--- src/rtl/boot_loader_ctrl_if.sv ---
// boot_loader_ctrl_if: UART byte input, fetch address and program-memory port of the boot loader.
interface boot_loader_ctrl_if;
  logic        rx_valid;
  logic [7:0]  rx_data;
  logic [31:0] fetch_addr;
  logic [31:0] mem_addr;
  logic        mem_we;
  logic [31:0] mem_wdata;
  logic        cpu_run;
  logic        load_done;
  logic        load_error;
  logic [15:0] words_loaded;
  modport master (
    output rx_valid, rx_data, fetch_addr,
    input  mem_addr, mem_we, mem_wdata, cpu_run, load_done, load_error, words_loaded
  );
  modport slave (
    input  rx_valid, rx_data, fetch_addr,
    output mem_addr, mem_we, mem_wdata, cpu_run, load_done, load_error, words_loaded
  );
endinterface

--- src/rtl/boot_loader_ctrl.sv ---
// boot_loader_ctrl: loads a UART frame (sync, 16-bit LE length, LE words) into program memory, then
// gives the memory port to fetch and releases the core. Define CHECKSUM_EN for a trailing XOR byte.
module boot_loader_ctrl #(
  parameter int         MEM_WORDS      = 1024,
  parameter logic [7:0] SYNC_BYTE      = 8'hA5,
  parameter int         TIMEOUT_CYCLES = 100000
) (
  input logic               clk,
  input logic               reset_n,
  boot_loader_ctrl_if.slave bl
);
  localparam int TW = $clog2(TIMEOUT_CYCLES + 1);
  localparam logic [16:0] MAX_LEN = 17'(MEM_WORDS);
`ifdef CHECKSUM_EN
  typedef enum logic [2:0] {IDLE, LEN_LO, LEN_HI, DATA, CHK, RUN, ERROR} state_e;
`else
  typedef enum logic [2:0] {IDLE, LEN_LO, LEN_HI, DATA, RUN, ERROR} state_e;
`endif
  state_e state_q;
  logic [15:0] len_q, words_q, len_w;
  logic [23:0] wbuf_q;
  logic [1:0] idx_q;
  logic [31:0] addr_q, wdata_q;
  logic we_q, run_q, done_q, err_q, in_frame, sync, timeout;
  logic [TW-1:0] tmo_q;
  assign len_w = {bl.rx_data, len_q[7:0]};
  assign sync = bl.rx_valid && bl.rx_data == SYNC_BYTE;
  assign in_frame = !(state_q inside {IDLE, RUN, ERROR});
  assign timeout = in_frame && !bl.rx_valid && tmo_q == TW'(TIMEOUT_CYCLES - 1);
  assign bl.mem_addr = state_q == RUN ? bl.fetch_addr : addr_q;
  assign bl.mem_we = we_q;
  assign bl.mem_wdata = wdata_q;
  assign bl.cpu_run = run_q;
  assign bl.load_done = done_q;
  assign bl.load_error = err_q;
  assign bl.words_loaded = words_q;
`ifdef CHECKSUM_EN
  logic [7:0] chk_q;
  always_ff @(posedge clk) begin
    if (!reset_n || (sync && state_q inside {IDLE, ERROR})) chk_q <= '0;
    else if (bl.rx_valid && state_q inside {LEN_LO, LEN_HI, DATA}) chk_q <= chk_q ^ bl.rx_data;
  end
`endif
  always_ff @(posedge clk) begin
    if (!reset_n) begin
      state_q <= IDLE;
      len_q <= '0;
      words_q <= '0;
      wbuf_q <= '0;
      idx_q <= '0;
      addr_q <= '0;
      wdata_q <= '0;
      we_q <= 1'b0;
      run_q <= 1'b0;
      done_q <= 1'b0;
      err_q <= 1'b0;
      tmo_q <= '0;
    end else begin
      we_q <= 1'b0;
      tmo_q <= in_frame && !bl.rx_valid && !timeout ? tmo_q + TW'(1) : '0;
      if (timeout) begin
        state_q <= ERROR;
        err_q <= 1'b1;
      end else begin
        case (state_q)
          IDLE, ERROR: if (sync) begin
            state_q <= LEN_LO;
            err_q <= 1'b0;
            words_q <= '0;
            idx_q <= '0;
          end
          LEN_LO: if (bl.rx_valid) begin
            len_q[7:0] <= bl.rx_data;
            state_q <= LEN_HI;
          end
          LEN_HI: if (bl.rx_valid) begin
            len_q <= len_w;
            if (len_w == 16'd0) begin
`ifdef CHECKSUM_EN
              state_q <= CHK;
`else
              state_q <= RUN;
              run_q <= 1'b1;
              done_q <= 1'b1;
`endif
            end else if ({1'b0, len_w} > MAX_LEN) begin
              state_q <= ERROR;
              err_q <= 1'b1;
            end else state_q <= DATA;
          end
          // words_q == len_q only while the final write pulse is on the port
          DATA: if (words_q == len_q) begin
            state_q <= RUN;
            run_q <= 1'b1;
            done_q <= 1'b1;
          end else if (bl.rx_valid) begin
            idx_q <= idx_q + 2'd1;
            wbuf_q <= {bl.rx_data, wbuf_q[23:8]};
            if (idx_q == 2'd3) begin
              we_q <= 1'b1;
              wdata_q <= {bl.rx_data, wbuf_q};
              addr_q <= {14'd0, words_q, 2'b00};
              words_q <= words_q + 16'd1;
`ifdef CHECKSUM_EN
              if (words_q + 16'd1 == len_q) state_q <= CHK;
`endif
            end
          end
`ifdef CHECKSUM_EN
          CHK: if (bl.rx_valid) begin
            state_q <= bl.rx_data == chk_q ? RUN : ERROR;
            run_q <= bl.rx_data == chk_q;
            done_q <= bl.rx_data == chk_q;
            err_q <= bl.rx_data != chk_q;
          end
`endif
          default: ;
        endcase
      end
    end
  end
endmodule
--- src/flat_wrapper.sv ---
// flat-port wrapper written by rule: the top's interface ports become plain ports
module boot_loader_ctrl_flat 
#(
  parameter int         MEM_WORDS      = 1024,
  parameter logic [7:0] SYNC_BYTE      = 8'hA5,
  parameter int         TIMEOUT_CYCLES = 100000
)
  (clk, reset_n, bl_rx_valid, bl_rx_data, bl_fetch_addr, bl_mem_addr, bl_mem_we, bl_mem_wdata, bl_cpu_run, bl_load_done, bl_load_error, bl_words_loaded);
  boot_loader_ctrl_if bl_i ();
  input logic clk;
  input logic reset_n;
  input wire logic [$bits(bl_i.rx_valid)-1:0] bl_rx_valid;
  input wire logic [$bits(bl_i.rx_data)-1:0] bl_rx_data;
  input wire logic [$bits(bl_i.fetch_addr)-1:0] bl_fetch_addr;
  output wire logic [$bits(bl_i.mem_addr)-1:0] bl_mem_addr;
  output wire logic [$bits(bl_i.mem_we)-1:0] bl_mem_we;
  output wire logic [$bits(bl_i.mem_wdata)-1:0] bl_mem_wdata;
  output wire logic [$bits(bl_i.cpu_run)-1:0] bl_cpu_run;
  output wire logic [$bits(bl_i.load_done)-1:0] bl_load_done;
  output wire logic [$bits(bl_i.load_error)-1:0] bl_load_error;
  output wire logic [$bits(bl_i.words_loaded)-1:0] bl_words_loaded;
  assign bl_i.rx_valid = bl_rx_valid;
  assign bl_i.rx_data = bl_rx_data;
  assign bl_i.fetch_addr = bl_fetch_addr;
  assign bl_mem_addr = bl_i.mem_addr;
  assign bl_mem_we = bl_i.mem_we;
  assign bl_mem_wdata = bl_i.mem_wdata;
  assign bl_cpu_run = bl_i.cpu_run;
  assign bl_load_done = bl_i.load_done;
  assign bl_load_error = bl_i.load_error;
  assign bl_words_loaded = bl_i.words_loaded;
  boot_loader_ctrl #(.MEM_WORDS(MEM_WORDS), .SYNC_BYTE(SYNC_BYTE), .TIMEOUT_CYCLES(TIMEOUT_CYCLES)) u_core (.clk(clk), .reset_n(reset_n), .bl(bl_i));
endmodule
--- config.mk ---
export PLATFORM = sky130hd
export DESIGN_NAME = boot_loader_ctrl_flat
export DESIGN_NICKNAME = d
export VERILOG_FILES = /design/src/rtl/boot_loader_ctrl_if.sv /design/src/rtl/boot_loader_ctrl.sv /design/src/flat_wrapper.sv
export SDC_FILE = /design/constraint.sdc
export NUM_CORES = 1
export LEC_CHECK = 0
export ABC_AREA = 1
export CAP_MARGIN = 0
export CORE_MARGIN = 2
export CORE_UTILIZATION = 52
export CTS_CLUSTER_DIAMETER = 60
export DETAILED_ROUTE_END_ITERATION = 10
export PLACE_DENSITY = 0.77
export SLEW_MARGIN = 5
export SYNTH_ARGS = -nofsm -noshare
export SYNTH_HDL_FRONTEND = slang
export SYNTH_SLANG_ARGS = --single-unit
--- constraint.sdc ---
create_clock -name clk -period 2.4 [get_ports clk]
set_input_delay 0.6 -clock clk [delete_from_list [all_inputs] [get_ports clk]]
set_output_delay 0.6 -clock clk [all_outputs]
set_load 0.03 [all_outputs]
* Word level (Yosys, flattened, before mapping)
Index checks and enable logic that the tools add are counted.
** Word-level totals
- Word-level logic and storage cells :: 106
- Register bits :: 129
- Input port bits :: 43
** Operators by class
- Add/subtract/negate cells :: 3
- Mux-type cells :: 31
- Equal/unequal tests :: 23
- Reduce and logical (&&, ||, !) cells :: 29
- Bitwise gates (word level) :: 6
- Order comparisons :: 1
** Operators with widths (number)
- 2-to-1 mux 16 bit :: 4
- 2-to-1 mux 32 bit :: 1
- case mux 16 bit (2 select lines) :: 1
- AND reduction 5 bit :: 6
- 2-to-1 mux 3 bit :: 7
- adder 17 x 1 -> 17 bit (second input constant) :: 1
- == test 17 bit (second input constant) :: 1
- adder 16 x 1 -> 16 bit (second input constant) :: 1
- == test 16 bit :: 1
- > comparator 16 x 11 -> 1 bit (second input constant) :: 1
- logical NOT 16 bit :: 1
- case mux 8 bit (2 select lines) :: 1
- case mux 3 bit (4 select lines) :: 1
- 2-to-1 mux 1 bit :: 9
- != test 3 x 1 -> 1 bit (second input constant) :: 3
- != test 3 x 2 -> 1 bit (second input constant) :: 3
- == test 8 bit (second input constant) :: 1
- 2-to-1 mux 8 bit :: 1
- != test 2 x 1 -> 1 bit (second input constant) :: 4
- != test 2 bit (second input constant) :: 4
- AND reduction 4 bit :: 2
- == test 3 x 2 -> 1 bit (second input constant) :: 2
- == test 3 bit (second input constant) :: 2
- 2-to-1 mux 2 bit :: 3
- 18 further kinds :: 32

* Logic depth before layout (Yosys ltp)
- Depth after elaboration :: 8
- Gate-level depth with buffers :: 15
- Gate-level depth less buffers :: 13

* Least setup slack after synthesis
No wires, ideal clock.
- Path kind :: register to output
- From :: register u_core.state_q[0]
- To :: output bl_mem_addr[21]
- Data arrival time :: 1.441 ns
- Path buffers :: 2
- Setup slack :: 0.359 ns
- Cell stages (with the launch flop) :: 6
- Path through :: dfxtp_1 > nor2_1 > nand2_1 > clkbuf_1 > buf_1 > nor2_1
** On the way
- Longest elaborated chain between the ends :: 2
** Ends and longest elaborated chain
- from (decl) :: RTL line boot_loader_ctrl.sv:19 : state_e state_q;
- from (signal assigned) :: RTL line boot_loader_ctrl.sv:46 : state_q <= IDLE;
- from (signal assigned) :: RTL line boot_loader_ctrl.sv:62 : state_q <= ERROR;
- from (signal assigned) :: RTL line boot_loader_ctrl.sv:67 : state_q <= LEN_LO;
- == test 3 bit :: RTL line boot_loader_ctrl.sv:30 : assign bl.mem_addr = state_q == RUN ? bl.fetch_addr : addr_q;
- 2-to-1 mux 32 bit :: RTL line boot_loader_ctrl.sv:30
- to (decl) :: RTL line flat_wrapper.sv:15 : output wire logic [$bits(bl_i.mem_addr)-1:0] bl_mem_addr;
Every way passes these cells.

* Worst setup path in the final report
- From :: register u_core.state_q[1]
- To :: output bl_mem_addr[11]
The elaborated chain is that of the path after synthesis.

==> results.md <==
* Outcome: finished clean
* First-pass DRT Iterations at 6
* CP max FO at 16
* Most frequent cells in the layout: nand2_1, dfxtp_1, nor2_1, a21oi_1, clkdlybuf4s50_1
* P_leak at roughly 3.3 nW
* Initial antenna violation count at 0
* Switch Pwr at about 0.0025 W
* Maxcap violations at 0
* CP startpoint kind: register
* Unique masters post-synth at 33
* Slew Viols, Final at 0
* Global route overflow at 0
* N_diodes at 0
* Flop pwr share at 33.3%
* First-pass GRT wire length at roughly 27000 um
* Vias in the first global route at around 5700
* Critical path capture point type: primary output
* Synthesis-to-finish area growth at 33.24%
* DR vias at 6222
* CTS tree: built
* Commonest non-fill, non-tap cell in the layout: nand2_1
* Comb pwr share at 31.0%
* Routed len/inst at 14.00 um
* Fin crit period at 2.292 ns
* Cell Chain, Critical Path: nor2_1 -> nand2_2 -> buf_12 -> mux2_2 -> buf_4
* Switching Share at 35.12%
* Initial Utilization at 52.62%
* Met1 Wirelength at 7550 um
* Final period utilization at 95.51%
* CTS Sinks at 129
* CP required at 1.80 ns
* Share of cells above drive strength 1 at 15.67%
* Largest net degree at the start of global routing at 50
* Delay-heaviest family, CP: flip-flops
* CTS hold repair buffers at 0
* Design Power at 0.007040 W
* Worst VDD drop at 0.5751 mV
* Sequential-to-total area share from yosys stat at 41.21%
* Fin Setup TNS at 0 ns
* WL met2 at 8091 um
* PwrDens at 843.1 nW/um^2
* Area contributors post-synth: dfxtp_1, nand2_1, a21oi_1
* Die H at 113.8 um
* CTS clk-pin slew, worst paths at approximately 0.060 ns
* Internal power at 0.004568 W
* Die area at between 10000 and 15000 sq um
* Synthesized cell area at around 6300 sq um
* CTS max path bufs at 2
* DP Wirelength at 11630 um
* Core Footprint at 11910 sq um
* Crit-path max cell delay at roughly 0.38 ns
* Worst setup path category: reg2out
* WP buf/inv at 2
* Final wirelength at 16800 um
* Mean area per synthesized cell at 6.925 sq um
* Setup violations, final at 0
* Slew HR at approximately two thirds
* Clk Latency, worst-skew pair at 0.42 ns
* Inst Count DP at around 1200
* DR WL met3 at 795 um
* DRC errors left at 0
* Layout Cells excl Fill at 1200
* Post-synth top area cell: dfxtp_1
* Final Hold Fails at 0
* Top cell type's share of synthesized area at 41.21%
* Clk root buf: clkbuf_16
* Die W at 113.8 um
* Worst hold path class: reg2reg
* H-tree depth at 4
* IO Pins at 127
* Ys Warns at 0
* Via/cell ratio at 5.185
* RSZ-0062 raised after global routing: no
* Reg2Reg Setup Slack at 0.39 ns
* Syn nets at between 900 and 1000
* Worst path slowest cell: dfxtp_1
* DRT antenna net count at 0
* Peak Freq at 436.3 MHz
* GP Congestion at 0.9321
* Worst-Margin Slew at approximately 0.49 ns
* Initial DRC count at 434
* Finished Core Util at 70.10%
* Synth Instances at between 900 and 1000
* Clock power share at between 30% and 40%
* Row count at 40
* Buffers on Ports at about 130
* TritonCTS Buffers at 17
* GRT Overall Usage at 26.25%
* Critical path arrival at 1.69 ns
* Highest Signal Layer: met4
* Worst Clk Skew at about 0.007 ns
* Synth Register Bits at 129
* Final net count at 1086
state kept, by name (all words and copies together), names as in the netlist:
signal                  cells
u_core.idx_q                2
u_core.bl.load_error        1
u_core.bl.cpu_run           1
u_core.wbuf_q              24
u_core.bl.mem_wdata        32
u_core.bl.words_loaded     16
u_core.addr_q              16
u_core.state_q              3
u_core.tmo_q               17
u_core.len_q               16
u_core.bl.mem_we            1
cell type report:
| type | instances | area, sq um |
|---|---|---|
| Clock buffer | 19 | 452.9 |
| Sequential cell | 129 | 2584 |
| Clock inverter | 13 | 130.1 |
| Tap cell | 147 | 183.9 |
| Fill cell | 997 | 3561 |
| Multi-Input combinational cell | 631 | 3065 |
| Timing Repair Buffer | 167 | 1582 |
| Inverter | 94 | 352.8 |
metal layers:
| metal | vias to the layer above | GRT usage, % |
|---|---|---|
| met5 | - | 0 |
| met1 | 2844 | 32.79 |
| met2 | 164 | 44.71 |
| li1 | 3186 | - |
| met4 | 0 | 10.24 |
| met3 | 28 | 5.367 |
per-stage QoR:
stage	area, sq um	hold slack [ns]	worst slack (ns)
final	8351	0.4387	0.1078
after global routing	8351	0.4651	0.02943
after CTS	8302	0.4453	0.01439
after detailed placement	7706	0.4353	0.01463
after global placement	7706	0.4282	0.06305
after floorplan	6267	0.4175	0.3591
timing repair:
item	4_1_cts	5_1_grt
endpoints found under the setup margin	16	16
cloned	0	1
buffers inserted	0	1
gates resized for setup	3	2
synthesized netlist by cell type, drive strengths merged:
library cell,number
a21oi,108
nor3,21
ha,3
o21ai,29
o21a,1
nor3b,6
inv,94
o21bai,1
nand4,21
o211ai,1
and2,1
nand3b,3
a211oi,2
xor2,9
nand3,67
buf,31
clkbuf,20
mux2,16
nor2,113
or2,2
nand2,227
dfxtp,129
path summary, 6_finish.rpt:
kind | start | endpoint | cells past startpoint
min reg2reg | u_core.tmo_q[0] | u_core.tmo_q[0] | 1
min | u_core.tmo_q[0] | u_core.tmo_q[0] | 1
max | u_core.state_q[1] | bl_mem_addr[11] | 5
max reg2reg | u_core.bl.words_loaded[15] | u_core.bl.mem_wdata[23] | 13
power by group through the flow:
stage,clock [W],sequential (W),combinational [W]
after global placement,0,0.00239,0.00205
after floorplan,0,0.00239,0.00141
after global routing,0.00264,0.00236,0.00240
after CTS,0.00254,0.00234,0.00210
after detailed placement,0,0.00239,0.00207
final,0.00251,0.00235,0.00218
logic make-up (layout without fill, tap and decap cells):
family                     after synthesis  in the layout  share of synthesized area [%]
AOI/OAI and AO/OA                      142            142                          12.14
xor gates and xnor gates                 9              9                          1.258
adders and majority gates                3              3                         0.5990
buffers and inverters                  145            293                          9.962
DFF                                    129            129                          41.21
muxes                                   16             16                          2.875
and+or+nand+nor                        461            461                          31.96
No activity file was read; power rests on OpenSTA's default activity.
